## src/rtl/shift_reg_rs_pkg.sv

```systemverilog
// Shared op encodings and cnt width helper for the shift_reg_rs block.
`timescale 1ns/1ps
package shift_reg_rs_pkg;

  typedef enum logic [2:0] {
    OP_HOLD = 3'd0,
    OP_LOAD = 3'd1,
    OP_SHL  = 3'd2,
    OP_SHR  = 3'd3,
    OP_ROL  = 3'd4,
    OP_ROR  = 3'd5
  } op_e;

  function automatic int cnt_w(input int width);
    return $clog2(width + 1);
  endfunction

endpackage

```

## src/rtl/shift_reg_rs_if.sv

```systemverilog
// Control/data bundle of shift_reg_rs; parity member exists only with SHIFT_REG_RS_PARITY_EN.
`timescale 1ns/1ps
interface shift_reg_rs_if
  import shift_reg_rs_pkg::*;
#(
  parameter int WIDTH = 8
);
  localparam int CW = cnt_w(WIDTH);

  logic             set_n;
  logic [2:0]       op;
  logic [WIDTH-1:0] d;
  logic             si;
  logic [WIDTH-1:0] q;
  logic             so;
  logic [CW-1:0]    cnt;
  logic             drained;
`ifdef SHIFT_REG_RS_PARITY_EN
  logic             parity;

  modport master (output set_n, op, d, si, input q, so, cnt, drained, parity);
  modport slave  (input set_n, op, d, si, output q, so, cnt, drained, parity);
`else
  modport master (output set_n, op, d, si, input q, so, cnt, drained);
  modport slave  (input set_n, op, d, si, output q, so, cnt, drained);
`endif
endinterface

```

## src/rtl/shift_reg_rs_dff_rs_en.sv

```systemverilog
// 1-bit cell: async active-low reset to RST_BIT, sync active-low set, enable.
// Latency 1 cycle; no backpressure.
`timescale 1ns/1ps
module dff_rs_en #(
  parameter logic RST_BIT = 1'b0
) (
  input  logic clk,
  input  logic rst_n,
  input  logic set_n_i,
  input  logic en_i,
  input  logic d_i,
  output logic q_o
);
  logic q_q;

  always_ff @(posedge clk or negedge rst_n) begin
    if (!rst_n) begin
      q_q <= RST_BIT;
    end else if (!set_n_i) begin
      q_q <= 1'b1;
    end else if (en_i) begin
      q_q <= d_i;
    end
  end

  assign q_o = q_q;
endmodule

```

## src/rtl/shift_reg_rs.sv

```systemverilog
// Shift/rotate/load register with shift counter; optional parity via SHIFT_REG_RS_PARITY_EN.
// Latency 1 cycle for q/so/cnt, drained combinational from cnt; no backpressure.
`timescale 1ns/1ps
module shift_reg_rs
  import shift_reg_rs_pkg::*;
#(
  parameter int               WIDTH   = 8,
  parameter logic [WIDTH-1:0] RST_VAL = '0
) (
  input  logic         clk,
  input  logic         reset_n,
  shift_reg_rs_if.slave bus
);
  localparam int            CW      = cnt_w(WIDTH);
  localparam logic [CW-1:0] CNT_MAX = CW'(WIDTH);

  logic [WIDTH-1:0] q_q;
  logic [WIDTH-1:0] q_d;
  logic [WIDTH-1:0] q_nxt;
  logic             en;
  logic             so_q, so_d;
  logic [CW-1:0]    cnt_q, cnt_d;
  logic [CW-1:0]    cnt_inc;

  assign cnt_inc = (cnt_q == CNT_MAX) ? cnt_q : cnt_q + 1'b1;

  always_comb begin
    q_d   = q_q;
    so_d  = so_q;
    cnt_d = cnt_q;
    en    = 1'b0;
    case (bus.op)
      OP_LOAD: begin
        q_d   = bus.d;
        so_d  = 1'b0;
        cnt_d = '0;
        en    = 1'b1;
      end
      OP_SHL: begin
        q_d   = {q_q[WIDTH-2:0], bus.si};
        so_d  = q_q[WIDTH-1];
        cnt_d = cnt_inc;
        en    = 1'b1;
      end
      OP_SHR: begin
        q_d   = {bus.si, q_q[WIDTH-1:1]};
        so_d  = q_q[0];
        cnt_d = cnt_inc;
        en    = 1'b1;
      end
      OP_ROL: begin
        q_d  = {q_q[WIDTH-2:0], q_q[WIDTH-1]};
        so_d = q_q[WIDTH-1];
        en   = 1'b1;
      end
      OP_ROR: begin
        q_d  = {q_q[0], q_q[WIDTH-1:1]};
        so_d = q_q[0];
        en   = 1'b1;
      end
      default: ;
    endcase
    // set overrides any op; q bits see it through the cell's own set input
    if (!bus.set_n) begin
      so_d  = 1'b0;
      cnt_d = '0;
    end
    q_nxt = bus.set_n ? q_d : '1;
  end

  for (genvar i = 0; i < WIDTH; i++) begin : g_bit
    dff_rs_en #(
      .RST_BIT (RST_VAL[i])
    ) u_bit (
      .clk     (clk),
      .rst_n   (reset_n),
      .set_n_i (bus.set_n),
      .en_i    (en),
      .d_i     (q_d[i]),
      .q_o     (q_q[i])
    );
  end

  always_ff @(posedge clk or negedge reset_n) begin
    if (!reset_n) begin
      so_q  <= 1'b0;
      cnt_q <= '0;
    end else begin
      so_q  <= so_d;
      cnt_q <= cnt_d;
    end
  end

`ifdef SHIFT_REG_RS_PARITY_EN
  logic parity_q;

  always_ff @(posedge clk or negedge reset_n) begin
    if (!reset_n) begin
      parity_q <= ^RST_VAL;
    end else begin
      parity_q <= ^q_nxt;
    end
  end

  assign bus.parity = parity_q;
`else
  logic unused_q_nxt;
  assign unused_q_nxt = ^q_nxt;
`endif

  assign bus.q       = q_q;
  assign bus.so      = so_q;
  assign bus.cnt     = cnt_q;
  assign bus.drained = (cnt_q == CNT_MAX);
endmodule

```

## src/flat_wrapper.sv

```systemverilog
// flat-port wrapper written by rule: the top's interface ports become plain ports
module shift_reg_rs_flat import shift_reg_rs_pkg::*;
#(
  parameter int               WIDTH   = 8,
  parameter logic [WIDTH-1:0] RST_VAL = '0
)
  (clk, reset_n, bus_set_n, bus_op, bus_d, bus_si, bus_q, bus_so, bus_cnt, bus_drained);
  shift_reg_rs_if #(.WIDTH(WIDTH)) bus_i ();
  input  logic clk;
  input  logic reset_n;
  input wire logic [$bits(bus_i.set_n)-1:0] bus_set_n;
  input wire logic [$bits(bus_i.op)-1:0] bus_op;
  input wire logic [$bits(bus_i.d)-1:0] bus_d;
  input wire logic [$bits(bus_i.si)-1:0] bus_si;
  output wire logic [$bits(bus_i.q)-1:0] bus_q;
  output wire logic [$bits(bus_i.so)-1:0] bus_so;
  output wire logic [$bits(bus_i.cnt)-1:0] bus_cnt;
  output wire logic [$bits(bus_i.drained)-1:0] bus_drained;
  assign bus_i.set_n = bus_set_n;
  assign bus_i.op = bus_op;
  assign bus_i.d = bus_d;
  assign bus_i.si = bus_si;
  assign bus_q = bus_i.q;
  assign bus_so = bus_i.so;
  assign bus_cnt = bus_i.cnt;
  assign bus_drained = bus_i.drained;
  shift_reg_rs #(.WIDTH(WIDTH), .RST_VAL(RST_VAL)) u_core (.clk(clk), .reset_n(reset_n), .bus(bus_i));
endmodule
```

## config.mk

```make
export PLATFORM = sky130hd
export DESIGN_NAME = shift_reg_rs_flat
export DESIGN_NICKNAME = d
export VERILOG_FILES = /design/src/rtl/shift_reg_rs_pkg.sv /design/src/rtl/shift_reg_rs_if.sv /design/src/rtl/shift_reg_rs_dff_rs_en.sv /design/src/rtl/shift_reg_rs.sv /design/src/flat_wrapper.sv
export SDC_FILE = /design/constraint.sdc
export NUM_CORES = 1
export LEC_CHECK = 0
export ABC_AREA = 0
export BUFFER_PORTS_ARGS = -buffer_cell sky130_fd_sc_hd__buf_4
export CAP_MARGIN = 20
export CORE_AREA = 2 2 59 61
export CTS_CLUSTER_DIAMETER = 60
export DETAILED_ROUTE_END_ITERATION = 10
export DIE_AREA = 0 0 61 63
export SLEW_MARGIN = 20
export SYNTH_ARGS = -nofsm -noshare
export SYNTH_HDL_FRONTEND = slang
export SYNTH_SLANG_ARGS = --single-unit
```

## constraint.sdc

```tcl
create_clock -name clk -period 1.41 [get_ports clk]
set_input_delay 0.141 -clock clk [delete_from_list [all_inputs] [get_ports clk]]
set_output_delay 0.141 -clock clk [all_outputs]
set_load 0.05 [all_outputs]
```

# ---- Word level (Yosys, flattened, before mapping)
# Cells that the tools add are included.
# W data, S select, Z words.
dict set report classes {
  addsub 1
  n_eq_ne 11
  reduce_logical 6
  n_mux 23
}
# operator n
set op_table {}
lappend op_table {{$pmux W8 S5} 1}
lappend op_table {{$mux W1} 18}
lappend op_table {{$mux W4} 2}
lappend op_table {{$pmux W4 S2} 1}
lappend op_table {{$eq A3 B2 Y1 const B} 2}
lappend op_table {{$eq A3 B3 Y1 const B} 2}
lappend op_table {{$ne A6 B1 Y1 const B} 1}
lappend op_table {{$reduce_or A2 Y1} 3}
lappend op_table {{$reduce_or A5 Y1} 1}
lappend op_table {{$add A4 B1 Y4 const B} 1}
lappend op_table {{$eq A4 B4 Y1 const B} 1}
lappend op_table {{$ne A4 B3 Y1 const B} 1}
lappend op_table {{$reduce_and A2 Y1} 2}
lappend op_table {{$eq A3 B1 Y1 const B} 1}
lappend op_table {{$ne A3 B2 Y1 const B} 1}
lappend op_table {{$ne A3 B3 Y1 const B} 1}
lappend op_table {{$pmux W1 S3} 1}
lappend op_table {{$ne A2 B1 Y1 const B} 1}
dict set report word_totals {
  output_inout_bits 14
  reg_bits 13
}

# ---- Depth between registers and ports, before layout
# Gate-level depths: netlist of run 1.
dict set report depth {
  ltp_word 5
  depth_mapped 6
  mapped_depth_nobuf 6
}

# ---- Modules after synthesis
# A second synthesis of run 1 with hierarchy kept.
dict set report hier_totals {
  hier_cells 125
  area_unflattened_um2 1114.8
}
# mod instances seq_area_each_um2 area_each_um2 cells_each
set by_module_without_submodules {}
lappend by_module_without_submodules {shift_reg_rs 1 125.1 804.5 101}
lappend by_module_without_submodules {dff_rs_en 8 25.0 38.8 3}

# ---- Worst setup path after synthesis of run 1
# Ideal clock, no wire load.
dict set report synth_path {
  kind {register to register}
  from {register u_core.cnt_q[0], in the netlist u_core.bus.cnt[0]}
  to {register u_core.cnt_q[1], in the netlist u_core.bus.cnt[1]}
  setup_ns 0.071
  slack_ns -0.491
  path_stages_with_launch 7
  period_less_slack_ns 1.901
  n_path_buf 0
  arrival_time_ns 1.830
  required_ns 1.339
  cell_sequence {dfrtp_1 -> inv_1 -> ha_1 -> and4b_4 -> nor3_2 -> mux2_1 -> nor2_1}
}
dict set report synth_between {
  elab_chain_cells 4
}
# item line_no
set synth_lines {}
lappend synth_lines {{start, declared} shift_reg_rs.sv:22} ;# logic [CW-1:0] cnt_q, cnt_d;
lappend synth_lines {{start signal, assigned} shift_reg_rs.sv:90} ;# cnt_q <= cnt_d;
lappend synth_lines {{$add A4 B1 Y4} shift_reg_rs.sv:25} ;# assign cnt_inc = (cnt_q == CNT_MAX) ? cnt_q : cnt_q + 1'b1;
lappend synth_lines {{$mux W4} shift_reg_rs.sv:25}
lappend synth_lines {{$pmux W4 S2} shift_reg_rs.sv:32} ;# case (bus.op)
lappend synth_lines {{$mux W4} shift_reg_rs.sv:64} ;# if (!bus.set_n) begin
# Several ways; a longest one is shown, not always the timed one. The select of a mux whose other input is x is not followed.
# A chain may end at the register's enable or synchronous reset.

# ---- Final worst setup path of run 1
# Same ends and word-level chain as after synthesis.

==> metrics.cfg, run 1 <==
[clock_network]
cts_made_buffers=3
clkSinkCount=13
clockRootBuffer=clkbuf_4
clkLatencyLatePin_ns=0.28
htreeDepth=1
clockBufferDepth=2
path_clk_slew_ns=0.08
cts_tree=yes

[placed_design]
pre_cts_ws_ns=-0.0761
place_hpwl_um=1790
postPlaceCellArea_um2=1180
gp_congestion=0.834
portBuffers=28
dp_cells=168

[critical_path]
crit_path_end_kind=register
crit_start=u_core.bus.cnt[0]
worst-path-buf-inv=1
r2r-end=u_core.bus.cnt[1]
crit_slowest_cell=dfrtp_2
crit_path_max_fanout=3
rrSetupSlack_ns=-0.08
reg2reg_from=u_core.bus.cnt[0]
critPathTopFamily=simple AND/OR/NAND/NOR gates
cp.depth=6
crit_arrival_ns=1.69
cp-endpoint=u_core.bus.cnt[1]
required_ns=1.62
critPathLaunchType=register
criticalPathCategory=reg -> reg
slowest_delay_ns=0.37
ff2ff_path_depth=6
crit_chain=inv_2 > ha_4 > and4b_4 > nor3_4 > mux2_4 > nor2_2

[floorplan]
start_util_pct=28.9
ios=29
num_rows=21
die_h_um=63
dieArea_um2=3840
placeableCoreArea_um2=3230
fp.dieW_um=61

[route]
vias_per_cell=4.75
drt-initial-drc-count=23
routed_wl_um=2310
num_vias=831
drcViolationCount=0
post_drt_wl_per_cell_um=13.2
antenna_left=0
drtPass1Iterations=4

[timing]
grt_setup_unrepaired=yes
fin_tns_setup_ns=-0.0936
clock_skew_ns=0.00752
finalCritPeriodShare_pct=105
period_needed_ns=1.49
postLayoutSetupSlackWorst_ns=-0.0769
tightest_slew_ns=0.347
max_slew_margin_pct=76.7
fmax_ghz=0.673
holdWs_ns=0.146
final_max_slew_viol_count=0
hold_violations=0
setup_viol=3

[cells_and_area]
area_delta_synth_final_pct=34.0
final_common_cell=buf_4
nFillCells=336
final_layout_size_suffix_gt1_share_pct=50.4
final_core_util_pct=38.7
finalInstanceArea_um2=1250
diodes=0
nets=147
layout.cells.most_common_list=buf_4 (34), nand2_1 (13), dfrtp_1 (11), mux2_2 (8), o21ai_1 (7)
stdcell_count=175

[logic_synthesis]
synth_edf_count=0
synth-seq-cells=13
syn_area_per_cell_um2=9.15
syn_area_um2=933
ys.flop_type=dfrtp_1
synth_nets=119
yosys.area.top_type=dfrtp_1
yosysWarningCount=0
ys_seq_area_share_pct=34.9
ys_types=33
async_flop_share_pct=100
synth_top_area_share_pct=34.9
synth.area.top_cells=dfrtp_1 (35%), mux2_2 (9.7%), buf_4 (7.2%)
synthesis.instances=102

[run_status]
status=finished, violations left
violations=negative setup slack

[job]
max_cap_violations=0

[power]
power.leakage_nw=0.522
finalPower_mw=1.06
ir_worst_vdd_v=0.000433
powerDensity_nw_per_um2=848

[global_routing]
grt_max_degree=16
grt_pass1_wl_um=3790
gr-usage-all-layers_pct=13.0
grt_pass1_vias=821
antenna_found_initial=0
grt_overflow=0

[min_path]
hold_depth=3
hold_class=in -> reg

## metal layers
layer,vias up,routed length (µm),global-route usage [%]
li1,398,-,-
met1,397,1030,17.5
met2,32,1140,20.6
met3,4,121,2.28
met4,0,17,4.62
met5,-,0,0
## worst min path at each step
| stage | start | endpoint |
|---|---|---|
| final | bus_d[2] | u_core.g_bit[2].u_bit.q_o |
| after global routing | bus_set_n | u_core.g_bit[7].u_bit.q_o |
| after CTS | bus_set_n | u_core.g_bit[7].u_bit.q_o |
| after detailed placement | reset_n | u_core.g_bit[2].u_bit.q_o |
| after global placement | reset_n | u_core.g_bit[2].u_bit.q_o |
| after floorplan | reset_n | u_core.bus.cnt[0] |
## synth_stat cells, types with 2 or more instances
| cell type | n |
|---|---|
| o22ai_1 | 6 |
| mux2i_1 | 2 |
| dfrtp_1 | 13 |
| buf_2 | 2 |
| inv_1 | 4 |
| o21ai_0 | 6 |
| clkbuf_1 | 2 |
| buf_4 | 9 |
| nand3_1 | 2 |
| o21ai_1 | 7 |
| ha_1 | 2 |
| nand2_1 | 13 |
| xnor2_1 | 2 |
| nor2_1 | 6 |
| mux2_2 | 8 |
## cell type report
type	count	area, µm²	share of cell area (%)
timing repair buffer	37	288	23.0
clock buffer	3	22.5	1.80
multi-input combinational	71	536	42.8
inverter	4	15.0	1.20
clock inverter	1	5.00	0.400
tap	46	57.6	4.60
sequential	13	328	26.2
## state kept, by name, summed over array words and instances, names as in the netlist
signal / flops
u_core.bus.cnt: 4
u_core.bus.so: 1
u_core.g_bit.u_bit.q_o: 8
## cell families after synthesis
kind of cell	count (synthesis)	share of synthesized area, %
multiplexers	11	13.0
buffers and inverters	18	11.9
flip-flops	13	34.9
XOR/XNOR	3	2.82
AND/OR/NAND/NOR	31	19.0
AO/OA/AOI/OAI	24	15.7
adder cells (fa/ha/maj)	2	2.68
## worst register-to-register path: cells and delay by family, from the launching register on
family | cells | cell delay [ns]
muxes | 1 | 0.33
buffers and inverters | 1 | 0.05
and+or+nand+nor | 3 | 0.53
DFF | 1 | 0.37
adders and majority gates | 1 | 0.15
## report_power, final
group	internal, mW	switching, mW
logic	0.151	0.233
registers	0.406	0.0388
clock network	0.105	0.127
total	0.663	0.399
## what timing repair did
| item | CTS | global route |
|---|---|---|
| setup buffers | 1 | 1 |
| gates resized for setup | 0 | 6 |
| setup endpoints to repair | 3 | 4 |
| hold buffers | 1 | 0 |
| pin swaps | 2 | 3 |
| endpoints found under the hold margin | 13 | 0 |
Note: power is estimated with default switching activity, not from simulation.
==> run 2: changes to the inputs <==
- clock period: 1.41 -> 1.7 ns (I/O delays scaled with it)
==> metrics.cfg, run 2 (synthesized netlist as in run 1, its figures left out) <==
[run_status]
status=completed

[clock_network]
htreeDepth=1  ; unchanged
clkLatencyLatePin_ns=0.27  ; about the same
cts_made_buffers=3  ; unchanged
cts_setup_buffers=0  ; -1
clockRootBuffer=clkbuf_4
clockBufferDepth=2  ; unchanged
cts.repair.resized=0  ; unchanged
path_clk_slew_ns=0.08  ; about the same
clkSinkCount=13  ; unchanged
cts_tree=yes

[power]
p_sw_uw=319  ; -20%
finalPower_uw=863  ; -19%
combPwrFrac_pct=35.4  ; -0.8 points
p_int_uw=545  ; -18%
p_clk_share_pct=21.8  ; about the same
ir_worst_vdd_v=0.000422  ; -2.5%
p_seq_share_pct=42.8  ; +0.9 points
powerDensity_nw_per_um2=748  ; -12%
swShare_pct=36.9  ; -0.67 points
power.leakage_nw=0.472  ; -9.5%

[timing]
grt_setup_unrepaired=no
setup_viol=0  ; -3
tightest_slew_ns=0.437  ; +0.0897 ns
fmax_ghz=0.624  ; -7.2%
max_slew_margin_pct=70.9  ; -5.9 points
final_max_slew_viol_count=0  ; unchanged
fin_tns_setup_ns=0  ; +0.0936 ns
period_needed_ns=1.60  ; +0.115 ns
hold_violations=0  ; unchanged
clock_skew_ns=0.00517  ; -0.00236 ns
finalCritPeriodShare_pct=94.2  ; -11 points

[global_routing]
grt_max_degree=16  ; unchanged
grt_pass1_vias=837  ; +1.9%
grt_pass1_wl_um=3830  ; +1.1%
antenna_found_initial=0  ; unchanged
grt_overflow=0  ; unchanged
gr-usage-all-layers_pct=12.6  ; -0.46 points

[cells_and_area]
final_core_util_pct=35.7  ; -3.0 points
area_delta_synth_final_pct=23.6
final_common_cell=buf_4
nets=139  ; -5.4%
finalInstanceArea_um2=1150  ; -7.8%
largest_reg_flops=8  ; unchanged
diodes=0  ; unchanged
stdcell_count=167  ; -4.6%
final_layout_size_suffix_gt1_share_pct=42.1  ; -8.2 points
nFillCells=346  ; +3.0%
layout.cells.most_common_list=buf_4 (28), nand2_1 (13), dfrtp_1 (11), mux2_2 (8), o21ai_1 (7)

[floorplan]
start_util_pct=28.9  ; unchanged
placeableCoreArea_um2=3230  ; unchanged
ios=29  ; unchanged
dieArea_um2=3840  ; unchanged
die_h_um=63  ; unchanged
fp.dieW_um=61  ; unchanged
num_rows=21  ; unchanged

[route]
vias_per_cell=4.59  ; -3.3%
drcViolationCount=0  ; unchanged
drt-initial-drc-count=28  ; +22%
post_drt_wl_per_cell_um=13.4  ; +1.8%
antenna_left=0  ; unchanged
drtPass1Iterations=4  ; unchanged
routed_wl_um=2240  ; -2.9%
num_vias=767  ; -7.7%

[critical_path]
crit_path_max_fanout=5  ; +2
crit_chain=inv_2 > ha_1 > and4b_4 > nor3_4 > mux2_4 > nor2_1
required_ns=1.90  ; +0.28 ns
crit_slowest_cell=dfrtp_2
crit_arrival_ns=1.80  ; +0.11 ns
criticalPathCategory=reg -> reg
critPathLaunchType=register
slowest_delay_ns=0.42  ; +0.05 ns
crit_path_end_kind=register

[min_path]
hold_class=in -> reg

[placed_design]
dp_cells=162  ; -3.6%
gp_congestion=0.780  ; -6.5%
portBuffers=28  ; unchanged
place_hpwl_um=1710  ; -4.3%
postPlaceCellArea_um2=1120  ; -5.1%

[job]
max_cap_violations=0  ; unchanged

==> run 2: power groups by stage <==
stage               combinational, mW  sequential (mW)  clock (mW)
finish                          0.306            0.370       0.188
global route                    0.328            0.376       0.215
global placement                0.301            0.374           0
detailed placement              0.305            0.376           0
floorplan                       0.238            0.377           0
CTS                             0.308            0.370       0.198
==> run 2: final timing paths <==
path                              startpoint                        end  slack [ns]  cells past startpoint
max                        u_core.bus.cnt[0]          u_core.bus.cnt[1]         0.1                      6
min                                bus_set_n  u_core.g_bit[7].u_bit.q_o        0.16                      2
max reg2reg                u_core.bus.cnt[0]          u_core.bus.cnt[1]         0.1                      6
min reg2reg                    u_core.bus.so              u_core.bus.so        0.53                      2
max in group asynchronous            reset_n          u_core.bus.cnt[1]        1.24                      2
min in group asynchronous            reset_n  u_core.g_bit[5].u_bit.q_o        0.28                      2
==> run 2: worst max-delay path: cells and delay by family (launching register included) <==
family | cells | cell delay, ns
adders and majority gates | 1 | 0.20
buffers and inverters | 1 | 0.05
DFF | 1 | 0.42
muxes | 1 | 0.32
and+or+nand+nor | 3 | 0.55
==> run 2: metal layers <==
layer / up-vias / wire length, µm / global-route usage [%] / part of all wire [%]
li1: 385 / - / - / -
met1: 360 / 1040 / 17.3 / 46
met2: 22 / 1100 / 21.4 / 49
met3: 0 / 101 / 1.86 / 4.5
met4: 0 / 0 / 0.815 / 0
met5: - / 0 / 0 / 0
==> run 2: per-stage QoR <==
| stage | worst slack, ns | hold WS (ns) |
|---|---|---|
| 2_1_floorplan | 0.00339 | -0.126 |
| 3_3_place_gp | 0.156 | 0.0273 |
| 3_5_place_dp | 0.0849 | 0.0285 |
| 4_1_cts | 0.0656 | 0.150 |
| 5_1_grt | 0.00998 | 0.160 |
| 6_report | 0.0978 | 0.156 |
==> run 2: layout make-up <==
class                      count  area (µm²)  share of cell area [%]
multi-input combinational     71         507                    43.9
sequential                    13         328                    28.4
timing repair buffer          29         220                    19.1
tap                           46        57.6                    4.99
clock buffer                   4        26.3                    2.28
inverter                       4        15.0                    1.30
==> run 2: repair_timing <==
action,4_1_cts,5_1_grt
setup endpoints to repair,0,1
hold buffers,1,0
endpoints found under the hold margin,13,0
